$ cat config.mk
export PLATFORM = sky130hd
export DESIGN_NAME = regfile_wb_arbiter
export DESIGN_NICKNAME = d
export VERILOG_FILES = /design/src/rtl/regfile_wb_arbiter.sv
export SDC_FILE = /design/constraint.sdc
export NUM_CORES = 1
export LEC_CHECK = 0
export BUFFER_PORTS_ARGS = -buffer_cell sky130_fd_sc_hd__buf_2
export CAP_MARGIN = 20
export CELL_PAD_IN_SITES_DETAIL_PLACEMENT = 1
export CELL_PAD_IN_SITES_GLOBAL_PLACEMENT = 2
export CORE_UTILIZATION = 35
export DETAILED_ROUTE_END_ITERATION = 12
export PLACE_DENSITY_LB_ADDON = 0.05
export SLEW_MARGIN = 20
export SYNTH_ARGS = -nofsm -noshare
export SYNTH_HDL_FRONTEND = slang
export SYNTH_SLANG_ARGS = --single-unit
export TNS_END_PERCENT = 100
$ cat constraint.sdc
create_clock -name clk -period 3.3 [get_ports clk]
set_input_delay 0.165 -clock clk [delete_from_list [all_inputs] [get_ports clk]]
set_output_delay 0.165 -clock clk [all_outputs]
set_load 0.005 [all_outputs]
$ cat src/rtl/regfile_wb_arbiter.sv
// regfile_wb_arbiter: arbitrates ALU/LSU writeback onto the single register-file
// write port, tracks registers with outstanding loads, and flags RAW hazards.
//   clk, rst_n                          clock, async active-low reset
//   alu_valid/alu_ready/alu_rd/alu_data ALU writeback handshake
//   lsu_valid/lsu_ready/lsu_rd/lsu_data load-data writeback handshake
//   sb_set_valid/sb_set_ready/sb_set_rd load issue, marks destination busy
//   rs1_sel/rs1_en/rs2_sel/rs2_en       decode read operands
//   hazard                              stall decode
//   rd_w/rd_sel/rd_in                   registered register-file write port
module regfile_wb_arbiter #(
    parameter int XLEN         = 32,
    parameter int NREGS        = 32,
    parameter int STARVE_LIMIT = 4,
    localparam int AW          = $clog2(NREGS),
    localparam int SW          = $clog2(STARVE_LIMIT + 1)
) (
    input  logic            clk,
    input  logic            rst_n,
    input  logic            alu_valid,
    output logic            alu_ready,
    input  logic [AW-1:0]   alu_rd,
    input  logic [XLEN-1:0] alu_data,
    input  logic            lsu_valid,
    output logic            lsu_ready,
    input  logic [AW-1:0]   lsu_rd,
    input  logic [XLEN-1:0] lsu_data,
    input  logic            sb_set_valid,
    input  logic [AW-1:0]   sb_set_rd,
    output logic            sb_set_ready,
    input  logic [AW-1:0]   rs1_sel,
    input  logic [AW-1:0]   rs2_sel,
    input  logic            rs1_en,
    input  logic            rs2_en,
    output logic            hazard,
    output logic            rd_w,
    output logic [AW-1:0]   rd_sel,
    output logic [XLEN-1:0] rd_in
);
    logic [NREGS-1:0] busy, busy_nxt;
    logic [SW-1:0]    starve_cnt, starve_nxt;
    logic             alu_elig, alu_force, set_en, h1, h2;

    // An ALU write to a register awaiting load data is held back so the
    // older load cannot overwrite it later.
    assign alu_elig     = alu_valid && !(busy[alu_rd] && alu_rd != '0);
    assign alu_force    = alu_elig && starve_cnt == SW'(STARVE_LIMIT);
    assign alu_ready    = alu_force || (!lsu_valid && alu_elig);
    assign lsu_ready    = lsu_valid && !alu_force;
    assign sb_set_ready = !busy[sb_set_rd] || sb_set_rd == '0;
    assign set_en       = sb_set_valid && sb_set_ready && sb_set_rd != '0;

    // The write in the output register lands on the next edge, so a reader
    // of that register must also wait.
    assign h1     = rs1_en && rs1_sel != '0 && (busy[rs1_sel] || (rd_w && rd_sel == rs1_sel));
    assign h2     = rs2_en && rs2_sel != '0 && (busy[rs2_sel] || (rd_w && rd_sel == rs2_sel));
    assign hazard = h1 || h2;

    always_comb begin
        busy_nxt = busy;
        if (lsu_ready) busy_nxt[lsu_rd] = 1'b0;
        if (set_en) busy_nxt[sb_set_rd] = 1'b1;
        starve_nxt = (alu_elig && lsu_ready)
                   ? (alu_force ? starve_cnt : starve_cnt + SW'(1)) : '0;
    end

    always_ff @(posedge clk or negedge rst_n) begin
        if (!rst_n) begin
            rd_w       <= 1'b0;
            rd_sel     <= '0;
            rd_in      <= '0;
            busy       <= '0;
            starve_cnt <= '0;
        end else begin
            rd_w       <= (alu_ready && alu_rd != '0) || (lsu_ready && lsu_rd != '0);
            busy       <= busy_nxt;
            starve_cnt <= starve_nxt;
            if (alu_ready) begin
                rd_sel <= alu_rd;
                rd_in  <= alu_data;
            end else if (lsu_ready) begin
                rd_sel <= lsu_rd;
                rd_in  <= lsu_data;
            end
        end
    end
endmodule
==> metrics.yaml, run 1 <==
via_count: 5280
hold_class: "input pin to flip-flop"
avgViaCountPerCell: 6.08
cp-end-kind: "output port"
grt_first_pass_wirelength_microns: 31500
fmax_mhz: 361
seq_power_share_pct: 36.4
maxSlewViolCount: 0
p_sw_mw: 1.11
drt-total-wl_microns: 20000
place_ws_ns: 0.752
clock_skew_ns: 0.00803
crit_chain: "mux4_2, nor2_1, o311a_1, o31ai_4, buf_4, buf_2"
antenna_cells: 0
setup_tns_ns: 0
post-route-worst-setup-slack_ns: 0.526
crit_path_start: "busy[28]"
finalCriticalPeriod_ns: 2.77
antenna_found_initial: 0
grtUsageTotal_pct: 26.0
wl_per_cell_microns: 23.1
slew_headroom_pct: 39.5
die_h_microns: 126
worstMarginPinSlew_ns: 0.904
setup.worst_path.class: "flip-flop to output port"
first_iter_violations: 354
cts_max_path_buffers: 2
die_width_microns: 126
grt_max_degree: 74
ys_types: 53
io_pins: 138
finalHoldViolCount: 0
r2r_slack_ns: 0.84
p_int_mw: 2.32
synth_seq_cells: 73
netlist_instances: 569
drive_gt1_share_pct: 31.0
power_density_nw_per_um2: 527
worstPathArrival_ns: 2.61
path_buf_inv: 2
final_common_cell: "buf_2"
crit_family: "compound AO/OA/AOI/OAI gates"
clock-sinks: 73
timing.rr.start: "busy[28]"
clock_latency_ns: 0.34
layout.cells.most_common_list: "136 x buf_2, 73 x dfrtp_1, 67 x nor2_1, 63 x nand2_1, 45 x nor2b_1"
clkSlewWorstSetupHoldPaths_ns: 0.06
syn_to_final_growth_pct: 20.4
period_share_pct: 84.1
ys.flop_type: "dfrtp_1"
gp_congestion: 0.819
numPortBuffers: 137
row_count: 45
p_comb_share_pct: 29.8
ys_top_cells_by_area: "dfrtp_1 34%, mux4_2 14%, a221o_1 6.8%, a311oi_1 6.0%, nor2b_1 5.2%"
required_ns: 3.13
synth_top_cell_area_share_pct: 33.8
overflow: 0
setup_viol: 0
drv_cap: 0
syn_area_sq_um: 5410
syn_nets: 667
root_buffer: "clkbuf_16"
crit_path_start_kind: "flip-flop"
layout.nets: 773
hold_path.startpoint: "lsu_data[30]"
power.static_leakage_nw: 2.73
cts_resized: 0
slowest_stage: "o31ai_4"
rsz0062_at_grt: "no"
synth_edf_count: 0
cts-htree-levels: 3
ir_worst_vdd_v: 0.000341
ant_nets: 0
grt_pass1_vias: 5241
coreArea_sq_um: 15100
cts_made_buffers: 9
die_area_sq_um: 16000
yosys.area.top_type: "dfrtp_1"
synth_seq_area_share_pct: 33.8
syn_avg_cell_area_sq_um: 9.51
drc: 0
max_stage_delay_ns: 0.53
synthArstFlopShare_pct: 100
clockPowerShare_pct: 33.8
crit_fanout: 18
switching_share_pct: 32.3
hpwl_microns: 14200
run_status: "finished clean"
cts_tree: "built"
firstDrtPassIters: 4
start_util_pct: 35.7
yosys_warnings: 0
[stage by stage]
step / hold WS, ns / util [%] / cell area (sq um) / std cells / total power, mW
2_1_floorplan: -0.131 / - / 5410 / 569 / 1.88
3_3_place_gp: 0.396 / 40.6 / 6160 / 851 / 2.26
3_5_place_dp: 0.403 / 40.6 / 6160 / 851 / 2.28
4_1_cts: 0.0291 / 42.9 / 6500 / 867 / 3.45
5_1_grt: 0.0434 / 43.0 / 6520 / 868 / 3.61
6_report: 0.0514 / 43.0 / 6520 / 868 / 3.43
[registers in the layout (all words and copies together) (netlist names)]
register / flops
starve_cnt: 3
busy: 32
rd_sel: 5
rd_in: 32
rd_w: 1
[final cells by class]
type | instances | area (sq um)
fill | 1765 | 8630
multi-input combinational | 431 | 3280
sequential | 73 | 1830
timing repair buffer | 149 | 785
clock buffer | 11 | 243
tap | 188 | 235
clock inverter | 5 | 103
inverter | 11 | 41.3
[power groups by stage]
| stage | sequential (mW) | clock [mW] | combinational [mW] |
|---|---|---|---|
| after global routing | 1.28 | 1.22 | 1.11 |
| final | 1.25 | 1.16 | 1.02 |
| after floorplan | 1.20 | 0 | 0.687 |
| after CTS | 1.25 | 1.18 | 1.02 |
| after global placement | 1.26 | 0 | 1.00 |
| after detailed placement | 1.26 | 0 | 1.02 |
[cell families after synthesis]
group	synth area share, %
and+or+nand+nor	20.4
AOI/OAI and AO/OA	21.7
DFF	33.8
buffers and inverters	6.06
muxes	15.8
xor gates and xnor gates	1.78
adders and majority gates	0.462
[worst paths after layout]
| path | cells past startpoint | to |
|---|---|---|
| max reg2reg | 6 | busy[20] |
| min reg2reg | 1 | starve_cnt[0] |
| max in group asynchronous | 2 | starve_cnt[0] |
| max | 6 | lsu_ready |
| min in group asynchronous | 2 | busy[4] |
| min | 2 | rd_in[30] |
[repair_timing]
action                    in CTS  in global routing
hold buffers                   0                  1
hold endpoints to repair       0                 73
setup buffers                  0                  0
[cell usage after synthesis, types with 2 or more instances]
master / number
nand2_1: 63
nand2b_1: 5
mux2i_1: 3
xnor2_1: 3
a41oi_1: 3
inv_1: 11
a21oi_1: 35
nor2b_1: 45
xor2_1: 8
nor2_1: 67
a221o_1: 37
nand4_1: 2
o21ai_0: 4
clkbuf_1: 27
a221oi_2: 2
a31oi_1: 11
buf_4: 3
and3_1: 4
buf_2: 15
and2_1: 5
nand3_1: 6
or4_1: 5
a311oi_1: 37
ha_1: 2
buf_6: 7
or2_2: 2
dfrtp_1: 73
mux4_2: 33
nor3_1: 13
mux2_2: 6
or3_1: 4
nor4_1: 5
nor3b_1: 3
[per-layer routing]
metal | global-route usage (%) | vias to the layer above | routed length [microns]
met2 | 39.6 | 173 | 9160
met3 | 6.20 | 9 | 1280
met4 | 4.32 | 0 | 136
li1 | - | 2380 | -
met1 | 37.8 | 2718 | 9440
met5 | 0 | - | 0
Note: power is estimated with default switching activity, not from simulation.
==> run 2, diff against run 1 <==
--- a/config.mk
+++ b/config.mk
@@ -9,7 +9,7 @@
 export CAP_MARGIN = 20
 export CELL_PAD_IN_SITES_DETAIL_PLACEMENT = 1
 export CELL_PAD_IN_SITES_GLOBAL_PLACEMENT = 2
-export CORE_UTILIZATION = 35
+export CORE_UTILIZATION = 33
 export DETAILED_ROUTE_END_ITERATION = 12
 export PLACE_DENSITY_LB_ADDON = 0.05
 export SLEW_MARGIN = 20
==> constraint.sdc (replaced) <==
create_clock -name clk -period 2.7 [get_ports clk]
set_input_delay 0.135 -clock clk [delete_from_list [all_inputs] [get_ports clk]]
set_output_delay 0.135 -clock clk [all_outputs]
set_load 0.005 [all_outputs]
==> metrics.yaml, run 2 (synthesis results as in run 1) <==
slew_headroom_pct: 34.1  # -5.4 points
cts-htree-levels: 3  # unchanged
p_sw_mw: 1.42  # +28%
finalHoldViolCount: 0  # unchanged
setup.worst_path.class: "flip-flop to output port"
cts_made_buffers: 9  # unchanged
coreArea_sq_um: 15900  # +5.3%
worstMarginPinSlew_ns: 0.984  # +0.0801 ns
timing.hold.ws_ns: 0.0145  # -0.0368 ns
crit_path_start_kind: "flip-flop"
reg_top3: "busy: 32 flops, rd_in: 32 flops, rd_sel: 5 flops"
die_h_microns: 130  # +2.9%
syn_to_final_growth_pct: 21.8
grt_pass1_vias: 5380  # +2.7%
layout.nets: 777  # +0.52%
worstPathArrival_ns: 2.47  # -0.14 ns
die_width_microns: 130  # +2.9%
gp_congestion: 0.877  # +7.1%
power.static_leakage_nw: 2.76  # +0.88%
numPortBuffers: 137  # unchanged
required_ns: 2.57  # -0.56 ns
io_pins: 138  # unchanged
setup_tns_ns: 0  # unchanged
first_iter_violations: 307  # -13%
fin_util_pct: 41.3  # -1.7 points
drt-total-wl_microns: 20400  # +1.7%
grt_max_degree: 74  # unchanged
instances_no_fill: 900  # +3.7%
fillerInstances: 1885  # +6.8%
fmax_mhz: 384
clock-sinks: 73  # unchanged
start_util_pct: 33.9  # -1.8 points
setup_viol: 0  # unchanged
cts_tree: "built"
p_int_mw: 2.75  # +18%
maxSlewViolCount: 0  # unchanged
via_count: 5253  # -0.51%
seq_power_share_pct: 37.1  # +0.7 points
drive_gt1_share_pct: 31.7  # +0.70 points
rsz0062_at_grt: "no"
power_density_nw_per_um2: 633  # +20%
drc: 0  # unchanged
die_area_sq_um: 16900  # +6.0%
final_common_cell: "buf_2"
antenna_cells: 0  # unchanged
period_share_pct: 96.3
overflow: 0  # unchanged
wl_per_cell_microns: 22.6  # -1.9%
crit_fanout: 5  # -13
hpwl_microns: 14700  # +3.6%
root_buffer: "clkbuf_16"
antenna_found_initial: 2  # +2
cp-end-kind: "output port"
clock_skew_ns: 0.00692  # -0.00111 ns
avgViaCountPerCell: 5.84  # -4.0%
switching_share_pct: 34.1  # +1.8 points
run_status: "finished clean"
layout.cells.most_common_list: "136 x buf_2, 73 x dfrtp_1, 67 x nor2_1, 63 x nand2_1, 45 x nor2b_1"
grtUsageTotal_pct: 25.3  # -0.69 points
post_cts_buffers: 0  # unchanged
finalCriticalPeriod_ns: 2.60
clock_latency_ns: 0.35  # about the same
grt_first_pass_wirelength_microns: 31700  # +0.63%
place_inst: 883  # +3.8%
clockPowerShare_pct: 32.4  # -1.4 points
firstDrtPassIters: 4  # unchanged
ant_nets: 0  # unchanged
clkSlewWorstSetupHoldPaths_ns: 0.07  # about the same
hold_class: "input pin to flip-flop"
cts_max_path_buffers: 2  # unchanged
ir_worst_vdd_v: 0.000313  # -8.2%
row_count: 46  # +2.2%
p_comb_share_pct: 30.5  # +0.7 points
drv_cap: 0  # unchanged
run 2: path summary, 6_finish.rpt:
| path | start | endpoint | slack (ns) | depth (start not counted) |
|---|---|---|---|---|
| setup / recovery | busy[8] | hazard | 0.1 | 6 |
| hold / removal | lsu_data[19] | rd_in[19] | 0.01 | 2 |
| setup reg to reg | busy[28] | rd_in[17] | 0.27 | 6 |
| hold reg to reg | starve_cnt[0] | starve_cnt[0] | 0.49 | 1 |
| max in group asynchronous | rst_n | rd_in[11] | 1.80 | 2 |
| min in group asynchronous | rst_n | busy[7] | 0.37 | 2 |
run 2: power groups by stage:
| stage | combinational, mW | clock [mW] | sequential (mW) |
|---|---|---|---|
| after detailed placement | 1.26 | 0 | 1.56 |
| after CTS | 1.27 | 1.38 | 1.54 |
| final | 1.27 | 1.35 | 1.55 |
| after floorplan | 0.839 | 0 | 1.46 |
| after global placement | 1.24 | 0 | 1.55 |
| after global routing | 1.39 | 1.43 | 1.58 |
run 2: worst max-delay path: stages (launching register included):
cell and delay [ns]:
dfrtp_1 0.45, mux4_2 0.54, mux4_2 0.47, mux2_2 0.27, a31oi_1 0.16, o22ai_1 0.09, buf_2 0.13
run 2: layout make-up:
cell class	instances	area (sq um)	share of cell area (%)
multi-input combinational	431	3290	49.8
sequential	73	1830	27.7
timing repair buffer	153	840	12.7
tap	216	270	4.10
clock buffer	9	225	3.42
clock inverter	7	103	1.56
inverter	11	41.3	0.626
run 2: through the flow:
stage	power, mW	setup WS, ns	area, sq um
3_5_place_dp	2.82	0.239	6250
2_1_floorplan	2.30	0.719	5410
5_1_grt	4.39	0.00553	6590
3_3_place_gp	2.79	0.268	6250
6_report	4.17	0.0991	6590
4_1_cts	4.19	0.0869	6580
run 2: routing by layer:
layer | wire (microns) | track usage (%)
met1 | 9680 | 37.5
met2 | 9200 | 37.2
met3 | 1200 | 4.72
met4 | 272 | 7.52
met5 | 13 | 0
run 2: what timing repair did:
| item | CTS | global route |
|---|---|---|
| hold buffers | 1 | 0 |
| setup endpoints to repair | 0 | 1 |
| endpoints found under the hold margin | 13 | 0 |
| resized for setup | 0 | 1 |
==> run 3, diff against run 2 <==
--- a/config.mk
+++ b/config.mk
@@ -6,12 +6,11 @@
 export NUM_CORES = 1
 export LEC_CHECK = 0
 export BUFFER_PORTS_ARGS = -buffer_cell sky130_fd_sc_hd__buf_2
-export CAP_MARGIN = 20
 export CELL_PAD_IN_SITES_DETAIL_PLACEMENT = 1
 export CELL_PAD_IN_SITES_GLOBAL_PLACEMENT = 2
 export CORE_UTILIZATION = 33
 export DETAILED_ROUTE_END_ITERATION = 12
-export PLACE_DENSITY_LB_ADDON = 0.05
+export PLACE_DENSITY_LB_ADDON = 0.1
 export SLEW_MARGIN = 20
 export SYNTH_ARGS = -nofsm -noshare
 export SYNTH_HDL_FRONTEND = slang
==> metrics.yaml, run 3 (synthesis results as in run 1) <==
run_status: "finished clean"
power.static_leakage_nw: 2.80  # +1.4%
final_common_cell: "buf_2"
crit_fanout: 13  # +8
r2r_slack_ns: 0.20  # -0.07 ns
worstMarginPinSlew_ns: 0.968  # -0.0164 ns
reg2reg_depth: 7  # +1
numPortBuffers: 137  # unchanged
root_buffer: "clkbuf_16"
clock_latency_ns: 0.35  # about the same
setup_viol: 0  # unchanged
clkSlewWorstSetupHoldPaths_ns: 0.06  # about the same
reg_top3: "busy: 32 flops, rd_in: 32 flops, rd_sel: 5 flops"
wl_per_cell_microns: 22.5  # -0.43%
design_power_total_mw: 4.23  # +1.4%
layout.cells.most_common_list: "136 x buf_2, 72 x dfrtp_1, 67 x nor2_1, 63 x nand2_1, 45 x nor2b_1"
avgViaCountPerCell: 5.85  # +0.15%
cts_tree: "built"
clock-sinks: 73  # unchanged
cp-end-kind: "output port"
use_met3_pct: 4.26  # -0.45 points
drc: 0  # unchanged
coreArea_sq_um: 15900  # unchanged
syn_to_final_growth_pct: 23.7
finalCriticalPeriod_ns: 2.62  # +0.0157 ns
drt-total-wl_microns: 20400  # about the same
grt_pass1_vias: 5292  # -1.6%
io_pins: 138  # unchanged
slew_headroom_pct: 35.2  # +1.1 points
drv_cap: 0  # unchanged
hpwl_microns: 14500  # -1.5%
die_area_sq_um: 16900  # unchanged
via_count: 5284  # +0.59%
grt_first_pass_wirelength_microns: 31000  # -2.4%
required_ns: 2.57  # about the same
first_iter_violations: 305  # -0.65%
r2r_end: "busy[31]"
hold_path.startpoint: "lsu_data[15]"
cts_made_buffers: 9  # unchanged
die_h_microns: 130  # unchanged
grt_use_met1_pct: 36.2  # -1.3 points
crit_path_start_kind: "flip-flop"
grtUsageTotal_pct: 24.5  # -0.80 points
ir_worst_vdd_v: 0.000319  # +1.8%
row_count: 46  # unchanged
finalHoldViolCount: 0  # unchanged
setup.worst_path.class: "flip-flop to output port"
cts-htree-levels: 3  # unchanged
setup_tns_ns: 0  # unchanged
antenna_cells: 0  # unchanged
die_width_microns: 130  # unchanged
rsz0062_at_grt: "no"
overflow: 0  # unchanged
worstPathArrival_ns: 2.48  # about the same
fmax_mhz: 382  # -0.60%
worstHoldEndpoint: "rd_in[15]"
ant_nets: 0  # unchanged
hold_class: "input pin to flip-flop"
period_share_pct: 96.9  # +0.58 points
fillerInstances: 1865  # -1.1%
layout.nets: 781  # +0.51%
grt_max_degree: 74  # unchanged
antenna_found_initial: 0  # -2
cts_max_path_buffers: 2  # unchanged
maxSlewViolCount: 0  # unchanged
clock_skew_ns: 0.00760  # +0.000683 ns
gp_congestion: 0.791  # -9.8%
timing.rr.start: "busy[28]"
hold_depth: 2  # unchanged
fin_util_pct: 42.0  # +0.63 points
firstDrtPassIters: 5  # +1
power_density_nw_per_um2: 633  # about the same
use_met2_pct: 36.7  # -0.50 points
drive_gt1_share_pct: 32.4  # +0.69 points
busiest_layer: "met2"
start_util_pct: 33.9  # unchanged
## run 3: metal layers
layer | up-vias | routed length (microns)
li1 | 2398 | -
met1 | 2698 | 9890
met2 | 172 | 9140
met3 | 16 | 1090
met4 | 0 | 237
met5 | - | 0
## run 3: area by class of cell
cell class / instances / area (sq um) / area share [%]
multi-input cells: 432 / 3320 / 49.6
flip-flops and latches: 73 / 1830 / 27.3
repair buffers: 156 / 891 / 13.3
well taps: 216 / 270 / 4.04
clock buffers: 12 / 267 / 3.98
clock inverters: 4 / 73.8 / 1.10
inverters: 11 / 41.3 / 0.617
## run 3: worst max-delay path, cell delays in order, from the launching register on
cell and delay (ns):
dfrtp_1 0.46, mux4_2 0.49, mux2i_1 0.32, o211ai_1 0.18, buf_4 0.24, a311oi_2 0.26
buf_2 0.19
## run 3: worst max path at each step
| stage | startpoint | endpoint | slack [ns] | depth (start not counted) |
|---|---|---|---|---|
| finish | busy[15] | alu_ready | 0.08 | 6 |
| global route | busy[30] | lsu_ready | 0.003 | 6 |
| CTS | busy[8] | hazard | 0.07 | 6 |
| detailed placement | alu_rd[1] | rd_in[25] | 0.22 | 7 |
| global placement | alu_rd[1] | rd_in[22] | 0.30 | 7 |
| floorplan | rs1_sel[0] | hazard | 0.72 | 6 |
## run 3: through the flow
| stage | hold WS, ns | std cells | setup WS [ns] | instance area (sq um) |
|---|---|---|---|---|
| 6_report | 0.0170 | 904 | 0.0834 | 6690 |
| 5_1_grt | 0.0212 | 904 | 0.00316 | 6690 |
| 4_1_cts | 0.00748 | 901 | 0.0749 | 6610 |
| 3_5_place_dp | 0.371 | 885 | 0.217 | 6270 |
| 3_3_place_gp | 0.369 | 885 | 0.296 | 6270 |
| 2_1_floorplan | -0.161 | 569 | 0.719 | 5410 |
## run 3: timing repair
action                                 4_1_cts  5_1_grt
hold buffers                                 0        1
endpoints found under the hold margin        0       23
resized for setup                            0        4
buffers inserted                             0        0
setup endpoints to repair                    0        2
## run 3: report_power, final
| group | internal, mW | switching (mW) | leakage [nW] | total [mW] |
|---|---|---|---|---|
| Sequential | 1.29 | 0.248 | 0.882 | 1.54 |
| Clock | 0.886 | 0.505 | 0.169 | 1.39 |
| Combinational | 0.652 | 0.650 | 1.75 | 1.30 |
